<file path="src/rtl/tiled_operand_address_generator.sv">
// Tiled operand address generator.
// Walks a col_size x row_size tile stored in BRAM, issuing one read per cycle
// (unless stalled), and replays each read READ_LATENCY cycles later as a write
// into a local operand RAM. The dataflow mode selects which tile dimension is
// the fast-moving (inner) loop: rows for weight-stationary, columns for
// output-stationary.
module tiled_operand_address_generator #(
  parameter int INTEGER_BIT     = 7,
  parameter int RAM_ADDR_WIDTH  = 7,
  parameter int BRAM_ADDR_WIDTH = 32,
  parameter int READ_LATENCY    = 2
) (
  input  logic                       clk,
  input  logic                       rst,
  input  logic                       start,
  input  logic                       stall,
  input  logic                       ws_os,
  input  logic [INTEGER_BIT-1:0]     col_size,
  input  logic [INTEGER_BIT-1:0]     row_size,
  input  logic [INTEGER_BIT-1:0]     bram_row_size,
  input  logic [INTEGER_BIT-1:0]     bram_col_start_index,
  input  logic [INTEGER_BIT-1:0]     bram_row_start_index,
  input  logic [RAM_ADDR_WIDTH-1:0]  ram_start_addr,
  output logic                       busy,
  output logic                       done,
  output logic [BRAM_ADDR_WIDTH-1:0] bram_addr,
  output logic                       bram_en,
  output logic                       ram_write_req,
  output logic [RAM_ADDR_WIDTH-1:0]  ram_write_addr,
  output logic [INTEGER_BIT-1:0]     ram_index_addr
);

  // Element count is a full product so a maximal tile never wraps the count.
  localparam int CNT_W  = 2 * INTEGER_BIT;
  // A BRAM index is start + offset, so it needs one bit more than either term.
  localparam int IDX_W  = INTEGER_BIT + 1;
  // Width holding col_idx * bram_row_size + row_idx without overflow.
  localparam int CALC_W = 2 * INTEGER_BIT + 2;
  localparam int LAST   = READ_LATENCY - 1;

  typedef enum logic [1:0] {
    IDLE  = 2'd0,
    ISSUE = 2'd1,
    DRAIN = 2'd2,
    DONE  = 2'd3
  } state_t;

  // Configuration captured when a transfer is accepted.
  typedef struct packed {
    logic                      ws_os;
    logic [INTEGER_BIT-1:0]    col_size;
    logic [INTEGER_BIT-1:0]    row_size;
    logic [INTEGER_BIT-1:0]    bram_row_size;
    logic [INTEGER_BIT-1:0]    col_start;
    logic [INTEGER_BIT-1:0]    row_start;
    logic [RAM_ADDR_WIDTH-1:0] ram_start;
  } cfg_t;

  state_t                 state;
  cfg_t                   cfg;
  logic [INTEGER_BIT-1:0] inner;
  logic [INTEGER_BIT-1:0] outer;
  logic [CNT_W-1:0]       issue_cnt;
  logic [CNT_W-1:0]       elem_total;

  logic [INTEGER_BIT-1:0] inner_ext;
  logic [INTEGER_BIT-1:0] row_off;
  logic [INTEGER_BIT-1:0] col_off;
  logic [IDX_W-1:0]       row_idx;
  logic [IDX_W-1:0]       col_idx;
  logic [CALC_W-1:0]      addr_calc;
  logic                   issue;
  logic                   inner_wrap;
  logic                   last_issue;
  logic                   pipe_upstream;

  // Read-return pipeline: one entry per cycle of BRAM latency.
  logic                   pipe_valid [READ_LATENCY];
  logic [INTEGER_BIT-1:0] pipe_outer [READ_LATENCY];
  logic [INTEGER_BIT-1:0] pipe_inner [READ_LATENCY];

  // Issue decision and BRAM address, derived directly from the live counters.
  always_comb begin
    // NOTE: every output of this block gets a default first so no path can
    // leave one unassigned and infer a latch.
    inner_ext  = cfg.ws_os ? cfg.col_size : cfg.row_size;
    row_off    = cfg.ws_os ? outer : inner;
    col_off    = cfg.ws_os ? inner : outer;
    issue      = (state == ISSUE) && !stall;
    inner_wrap = (inner == inner_ext - INTEGER_BIT'(1));
    last_issue = (issue_cnt == elem_total - CNT_W'(1));
    row_idx    = {1'b0, cfg.row_start} + {1'b0, row_off};
    col_idx    = {1'b0, cfg.col_start} + {1'b0, col_off};
    addr_calc  = CALC_W'(col_idx) * CALC_W'(cfg.bram_row_size) + CALC_W'(row_idx);
    bram_en    = issue;
    bram_addr  = '0;
    if (issue) begin
      bram_addr = BRAM_ADDR_WIDTH'(addr_calc);
    end
  end

  // Any read still in flight ahead of the final stage keeps DRAIN waiting.
  always_comb begin
    pipe_upstream = 1'b0;
    for (int i = 0; i < LAST; i++) begin
      pipe_upstream = pipe_upstream | pipe_valid[i];
    end
  end

  // Control FSM: accept, walk the tile, wait for returns, pulse done.
  always_ff @(posedge clk) begin
    // NOTE: state registers use non-blocking assignments so every flop in the
    // design samples the pre-edge values regardless of block ordering.
    if (rst) begin
      state      <= IDLE;
      cfg        <= '0;
      inner      <= '0;
      outer      <= '0;
      issue_cnt  <= '0;
      elem_total <= '0;
      busy       <= 1'b0;
      done       <= 1'b0;
    end else begin
      done <= 1'b0;
      unique case (state)
        IDLE: begin
          if (start) begin
            cfg        <= '{ws_os:         ws_os,
                            col_size:      col_size,
                            row_size:      row_size,
                            bram_row_size: bram_row_size,
                            col_start:     bram_col_start_index,
                            row_start:     bram_row_start_index,
                            ram_start:     ram_start_addr};
            elem_total <= CNT_W'(col_size) * CNT_W'(row_size);
            inner      <= '0;
            outer      <= '0;
            issue_cnt  <= '0;
            busy       <= 1'b1;
            if ((col_size == '0) || (row_size == '0)) begin
              state <= DONE;
              done  <= 1'b1;
            end else begin
              state <= ISSUE;
            end
          end
        end
        ISSUE: begin
          if (issue) begin
            issue_cnt <= issue_cnt + CNT_W'(1);
            if (last_issue) begin
              state <= DRAIN;
              inner <= '0;
              outer <= '0;
            end else if (inner_wrap) begin
              inner <= '0;
              outer <= outer + INTEGER_BIT'(1);
            end else begin
              inner <= inner + INTEGER_BIT'(1);
            end
          end
        end
        DRAIN: begin
          if (!pipe_upstream) begin
            state <= DONE;
            done  <= 1'b1;
          end
        end
        DONE: begin
          busy  <= 1'b0;
          state <= IDLE;
        end
        default: state <= IDLE;
      endcase
    end
  end

  // Valid bits of the read-return pipeline; advance every cycle, stall or not.
  always_ff @(posedge clk) begin
    if (rst) begin
      for (int i = 0; i < READ_LATENCY; i++) begin
        pipe_valid[i] <= 1'b0;
      end
    end else begin
      pipe_valid[0] <= issue;
      for (int i = 1; i < READ_LATENCY; i++) begin
        pipe_valid[i] <= pipe_valid[i-1];
      end
    end
  end

  // Payload of the read-return pipeline, qualified by the valid bits.
  always_ff @(posedge clk) begin
    // NOTE: payload storage is deliberately left without reset; clearing the
    // valid bits is enough because every consumer is gated by them.
    pipe_outer[0] <= outer;
    pipe_inner[0] <= inner;
    for (int i = 1; i < READ_LATENCY; i++) begin
      pipe_outer[i] <= pipe_outer[i-1];
      pipe_inner[i] <= pipe_inner[i-1];
    end
  end

  // Local RAM write port, zero whenever no write is being requested.
  always_comb begin
    ram_write_req  = pipe_valid[LAST];
    ram_write_addr = '0;
    ram_index_addr = '0;
    if (pipe_valid[LAST]) begin
      ram_write_addr = cfg.ram_start + RAM_ADDR_WIDTH'(pipe_outer[LAST]);
      ram_index_addr = pipe_inner[LAST];
    end
  end

endmodule

</file>
<file path="config.mk">
export PLATFORM = sky130hd
export DESIGN_NAME = tiled_operand_address_generator
export DESIGN_NICKNAME = d
export VERILOG_FILES = /design/src/rtl/tiled_operand_address_generator.sv
export SDC_FILE = /design/constraint.sdc
export NUM_CORES = 1
export LEC_CHECK = 0
export CORE_MARGIN = 4
export CORE_UTILIZATION = 53
export CTS_CLUSTER_DIAMETER = 100
export DETAILED_ROUTE_END_ITERATION = 6
export PLACE_DENSITY = 0.83
export SETUP_SLACK_MARGIN = 0.15
export SKIP_LAST_GASP = 1
export SLEW_MARGIN = 20
export SYNTH_ARGS = -nofsm -noshare
export SYNTH_HDL_FRONTEND = slang
export SYNTH_SLANG_ARGS = --single-unit
</file>
<file path="constraint.sdc">
create_clock -name clk -period 7.57 [get_ports clk]
set_input_delay 1.8925 -clock clk [delete_from_list [all_inputs] [get_ports clk]]
set_output_delay 1.8925 -clock clk [all_outputs]
set_load 0.05 [all_outputs]
</file>
==> impl_results.md <==
* Largest net degree at the start of global routing at slightly below 80
* End of the worst register-to-register path: outer[4]$_SDFFE_PP0P_
* Fraction of the yosys area taken by sequential cells at 24.7%
* Worst clock skew at 0.0113 ns
* Multi-input logic area at a little over 0.007 mm2
* CTS Buf Count at 17
* Antenna violations before repair at 0
* Total count of hold-check failures in the final report at 0
* Netlist cell types at between 70 and 80
* Via total after detailed routing at about 8000
* First-pass DRT Iterations at 5
* CP Data Required Time at 5.68 ns
* Endpoint kind of the worst setup timing path: output pin
* Worst-path maximum fanout at 4
* Area delta synth->final at 24.4%
* Fill cell total of the finished layout at approximately 1300
* Vertical die dimension at 143 um
* Worst Setup Slack, final at -0.608 ns
* Async set or reset register ratio after synthesis at 0%
* Deepest clock path buffer count at 2
* Global-route wire length before repair at ~38000 um
* Clock tree from TritonCTS: yes
* Placed instance area at about 0.011 mm2
* Max rail drop VDD at 216 uV
* Number of global-route vias before repair at about 8000
* Total global routing overflow at 0
* Horizontal extent of the die at 143 um
* Number of synthesized register bits at between 100 and 150
* Worst Setup Path Type: flip-flop to output pin
* Worst slew slack as a fraction of its limit at a little over a quarter
* Pre-CTS worst setup slack at -0.0578 ns
* Worst Max-Slew Pin Slew at 1.10 ns
* Combined area of all synthesized cells at 0.00965 mm2
* Launching point of the worst reg2reg path: state[1]$_SDFFE_PP0P_
* Number of placement rows at 49
* Final setup fails at 9
* Placeable Area at 0.0180 mm2
* Post-Route WL at 24100 um
* Buffer cell driving the clock tree root: sky130_fd_sc_hd__clkbuf_16
* Finished Cell Area at ~0.012 mm2
* Path depth of the worst reg2reg path at 7
* Final period demand of the worst path at 8.18 ns
* Count of H-tree levels built during CTS at 4
* Via-to-Cell Ratio at 5.64
* Number of nets with antenna violations after detailed routing at 0
* Arrival time reported for the critical path endpoint at between 6 and 7 ns
* Highest attainable clock frequency at 122 MHz
* Number of port buffers at 80
* Routed length per instance at 16.6 um
* Worst min path class: flip-flop to flip-flop
* Final Util at between 60% and 70%
* HP Start: pipe_inner[0][0]$_DFF_P_
* Register cell area after layout at around 0.0024 mm2
* Num Clock Sinks at approximately 120
* Clock transition at the register clock pins on the worst setup and hold paths after CTS at roughly 0.05 ns
* Final nets at between 1000 and 1500
* Slack of the worst reg-to-reg path at 4.16 ns
* Ports placed on the boundary at a little under 100
* Power per unit of standard cell area at between 200 and 300 mW/mm2
* Violations in the final reports: negative setup slack
* Number of flops mapped to enable cells by yosys at 0
* Most used flip-flop cell after synthesis: sky130_fd_sc_hd__dfxtp_1
* Yosys warning count at 0
* Clk Latency, worst-skew pair at 0.42 ns
* Worst hold path stage count at 0
* Final critical-path share of the clock period at 108%
* Global-route usage over all layers at approximately 23%
* Critical path launch point type: flip-flop
* Outcome: finished with violations
* Max Cap Viol at 0
* Layout cell share with drive strength beyond 1 at between 10 and 15%
* Count of pins over their slew limit at 0
* Leakage power summed over all cells at roughly 5.4 nW
* DIE AREA at just over 0.02 mm2
* Initial standard-cell utilization of the core at between 50% and 60%
* Final weighted congestion of routability-driven global placement at 0.855
* Syn Inst Count at ~1100
* Average instance area after synthesis at approximately 8.6 um2
* Placed wire-length estimate at 16500 um
* # DRC at 0
* Worst-case hold path end point: pipe_inner[0][7]$_DFF_P_
* RSZ-0062 raised after global routing: yes
* Count of routing violations after the opening detailed-route iteration at roughly 600
stage by stage:
| step | instances | power, mW | setup TNS, ns | hold WS (ns) |
|---|---|---|---|---|
| 2_1_floorplan | 1133 | 1.79 | -0.585 | 0.310 |
| 3_3_place_gp | 1408 | 2.05 | 0 | 0.311 |
| 3_5_place_dp | 1408 | 2.10 | -0.107 | 0.313 |
| 4_1_cts | 1445 | 3.00 | -2.03 | 0.322 |
| 5_1_grt | 1456 | 3.25 | -5.82 | 0.326 |
| 6_report | 1457 | 3.06 | -4.39 | 0.321 |
cells in the final DEF, fill, tap and decap left out, drive strengths merged, types with 10 or more instances in the layout:
| cell | Yosys | final |
|---|---|---|
| nand2 | 180 | 180 |
| dfxtp | 119 | 119 |
| ha | 90 | 90 |
| inv | 88 | 88 |
| a21oi | 87 | 87 |
| and2 | 83 | 83 |
| fa | 70 | 70 |
| clkdlybuf4s50 | 0 | 67 |
| buf | 25 | 59 |
| nor2 | 48 | 48 |
| xor2 | 33 | 33 |
| xnor2 | 33 | 33 |
| clkbuf | 37 | 23 |
| nand3 | 22 | 22 |
| nor3 | 21 | 21 |
| conb | 1 | 16 |
| mux2i | 16 | 16 |
| mux2 | 16 | 16 |
| o21ai | 14 | 14 |
| or3 | 12 | 12 |
| nand4 | 12 | 12 |
| nand2b | 11 | 11 |
| a21o | 10 | 10 |
cell families after synthesis:
family,synth area share [%]
AOI/OAI and AO/OA,10.2
adders and majority gates,26.2
muxes,3.53
buffers and inverters,6.69
other,0.0388
xor gates and xnor gates,6.22
DFF,24.7
and+or+nand+nor,22.4
synth_stat cells (2+ instances only):
cell type                  number  area (um2)
sky130_fd_sc_hd__nand2_1      180         676
sky130_fd_sc_hd__dfxtp_1      119        2380
sky130_fd_sc_hd__ha_1          90        1130
sky130_fd_sc_hd__inv_1         88         330
sky130_fd_sc_hd__a21oi_1       87         435
sky130_fd_sc_hd__and2_1        82         513
sky130_fd_sc_hd__fa_1          70        1400
sky130_fd_sc_hd__nor2_1        48         180
sky130_fd_sc_hd__clkbuf_1      35         131
sky130_fd_sc_hd__xnor2_1       33         289
sky130_fd_sc_hd__xor2_1        33         289
sky130_fd_sc_hd__nand3_1       21         105
sky130_fd_sc_hd__nor3_1        21         105
sky130_fd_sc_hd__buf_4         16         120
sky130_fd_sc_hd__mux2_2        16         180
sky130_fd_sc_hd__mux2i_1       16         160
sky130_fd_sc_hd__o21ai_0       14        70.1
sky130_fd_sc_hd__nand4_1       12        75.1
sky130_fd_sc_hd__or3_1         12        75.1
sky130_fd_sc_hd__nand2b_1      11        68.8
sky130_fd_sc_hd__a21o_1         9        67.6
sky130_fd_sc_hd__nand3b_1       7        52.6
sky130_fd_sc_hd__nor2b_1        7        43.8
sky130_fd_sc_hd__o21bai_1       7        52.6
sky130_fd_sc_hd__a211oi_1       6        45.0
sky130_fd_sc_hd__a31oi_1        6        37.5
sky130_fd_sc_hd__and3_1         6        37.5
sky130_fd_sc_hd__buf_1          6        22.5
sky130_fd_sc_hd__and4_1         5        43.8
sky130_fd_sc_hd__nor4_1         4        25.0
sky130_fd_sc_hd__a221oi_1       2        17.5
sky130_fd_sc_hd__a22oi_1        2        15.0
sky130_fd_sc_hd__a311oi_1       2        17.5
sky130_fd_sc_hd__a41oi_1        2        17.5
sky130_fd_sc_hd__buf_6          2        22.5
sky130_fd_sc_hd__clkbuf_2       2        10.0
sky130_fd_sc_hd__nor3b_1        2        15.0
sky130_fd_sc_hd__nor4b_1        2        17.5
sky130_fd_sc_hd__o31ai_1        2        15.0
power by group:
group          internal (mW)  switching [mW]  total [mW]  leakage (nW)
registers              0.714           0.107       0.821         0.969
clock network          0.589           0.284       0.872         0.302
logic                  0.563           0.799        1.36          4.10
worst max-delay path: stages (launching register included):
cell	delay [ns]
sky130_fd_sc_hd__dfxtp_4	0.38
sky130_fd_sc_hd__mux2_4	0.34
sky130_fd_sc_hd__buf_4	0.15
sky130_fd_sc_hd__fa_2	0.36
sky130_fd_sc_hd__a21oi_2	0.13
sky130_fd_sc_hd__nor2_1	0.07
sky130_fd_sc_hd__nor2_2	0.13
sky130_fd_sc_hd__o21bai_1	0.11
sky130_fd_sc_hd__a21oi_2	0.19
sky130_fd_sc_hd__xnor2_2	0.12
sky130_fd_sc_hd__buf_4	0.17
sky130_fd_sc_hd__and2_4	0.14
sky130_fd_sc_hd__fa_1	0.53
sky130_fd_sc_hd__fa_1	0.43
sky130_fd_sc_hd__fa_1	0.51
sky130_fd_sc_hd__inv_1	0.06
sky130_fd_sc_hd__fa_1	0.48
sky130_fd_sc_hd__inv_1	0.05
sky130_fd_sc_hd__ha_1	0.29
sky130_fd_sc_hd__inv_2	0.08
sky130_fd_sc_hd__o21a_1	0.24
sky130_fd_sc_hd__o21ai_4	0.19
sky130_fd_sc_hd__a21oi_2	0.08
sky130_fd_sc_hd__a21oi_2	0.19
sky130_fd_sc_hd__mux2i_4	0.27
sky130_fd_sc_hd__buf_12	0.15
state kept, by name, indices dropped and copies added, names as in the netlist:
name,flops
issue_cnt,14
pipe_valid,2
outer,7
cfg,43
pipe_inner,14
state,2
busy,1
inner,7
elem_total,14
pipe_outer,14
done,1
final cells by class:
type	instances	share of cell area (%)
antenna	1	0.0208
sequential	119	19.9
tap	229	2.39
clock buffer	22	4.12
inverter	89	2.82
multi-input combinational	863	58.9
timing repair buffer	127	10.7
clock inverter	7	1.19
how the worst max path moves through the flow:
stage | from | end | slack [ns] | cells past startpoint
after floorplan | cfg[42]$_SDFFE_PP0P_ | bram_addr[14] | -0.21 | 26
after global placement | cfg[42]$_SDFFE_PP0P_ | bram_addr[14] | 0.001 | 24
after detailed placement | cfg[42]$_SDFFE_PP0P_ | bram_addr[14] | -0.06 | 24
after CTS | cfg[42]$_SDFFE_PP0P_ | bram_addr[14] | -0.41 | 24
after global routing | cfg[42]$_SDFFE_PP0P_ | bram_addr[15] | -0.79 | 25
final | cfg[42]$_SDFFE_PP0P_ | bram_addr[15] | -0.61 | 25
metal layers:
| layer | global-route usage [%] | part of all wire [%] | wire length (um) |
|---|---|---|---|
| met1 | 29.9 | 41 | 9960 |
| met2 | 39.1 | 49 | 11900 |
| met3 | 3.15 | 6.1 | 1460 |
| met4 | 9.30 | 3.3 | 805 |
| met5 | 0 | 0 | 0 |
what timing repair did:
action / 4_1_cts / 5_1_grt
hold buffers: 0 / 0
pin swaps: 38 / 33
endpoints found under the setup margin: 10 / 10
resized for setup: 25 / 18
setup buffers: 8 / 11
(Power assumes the default switching activity.)
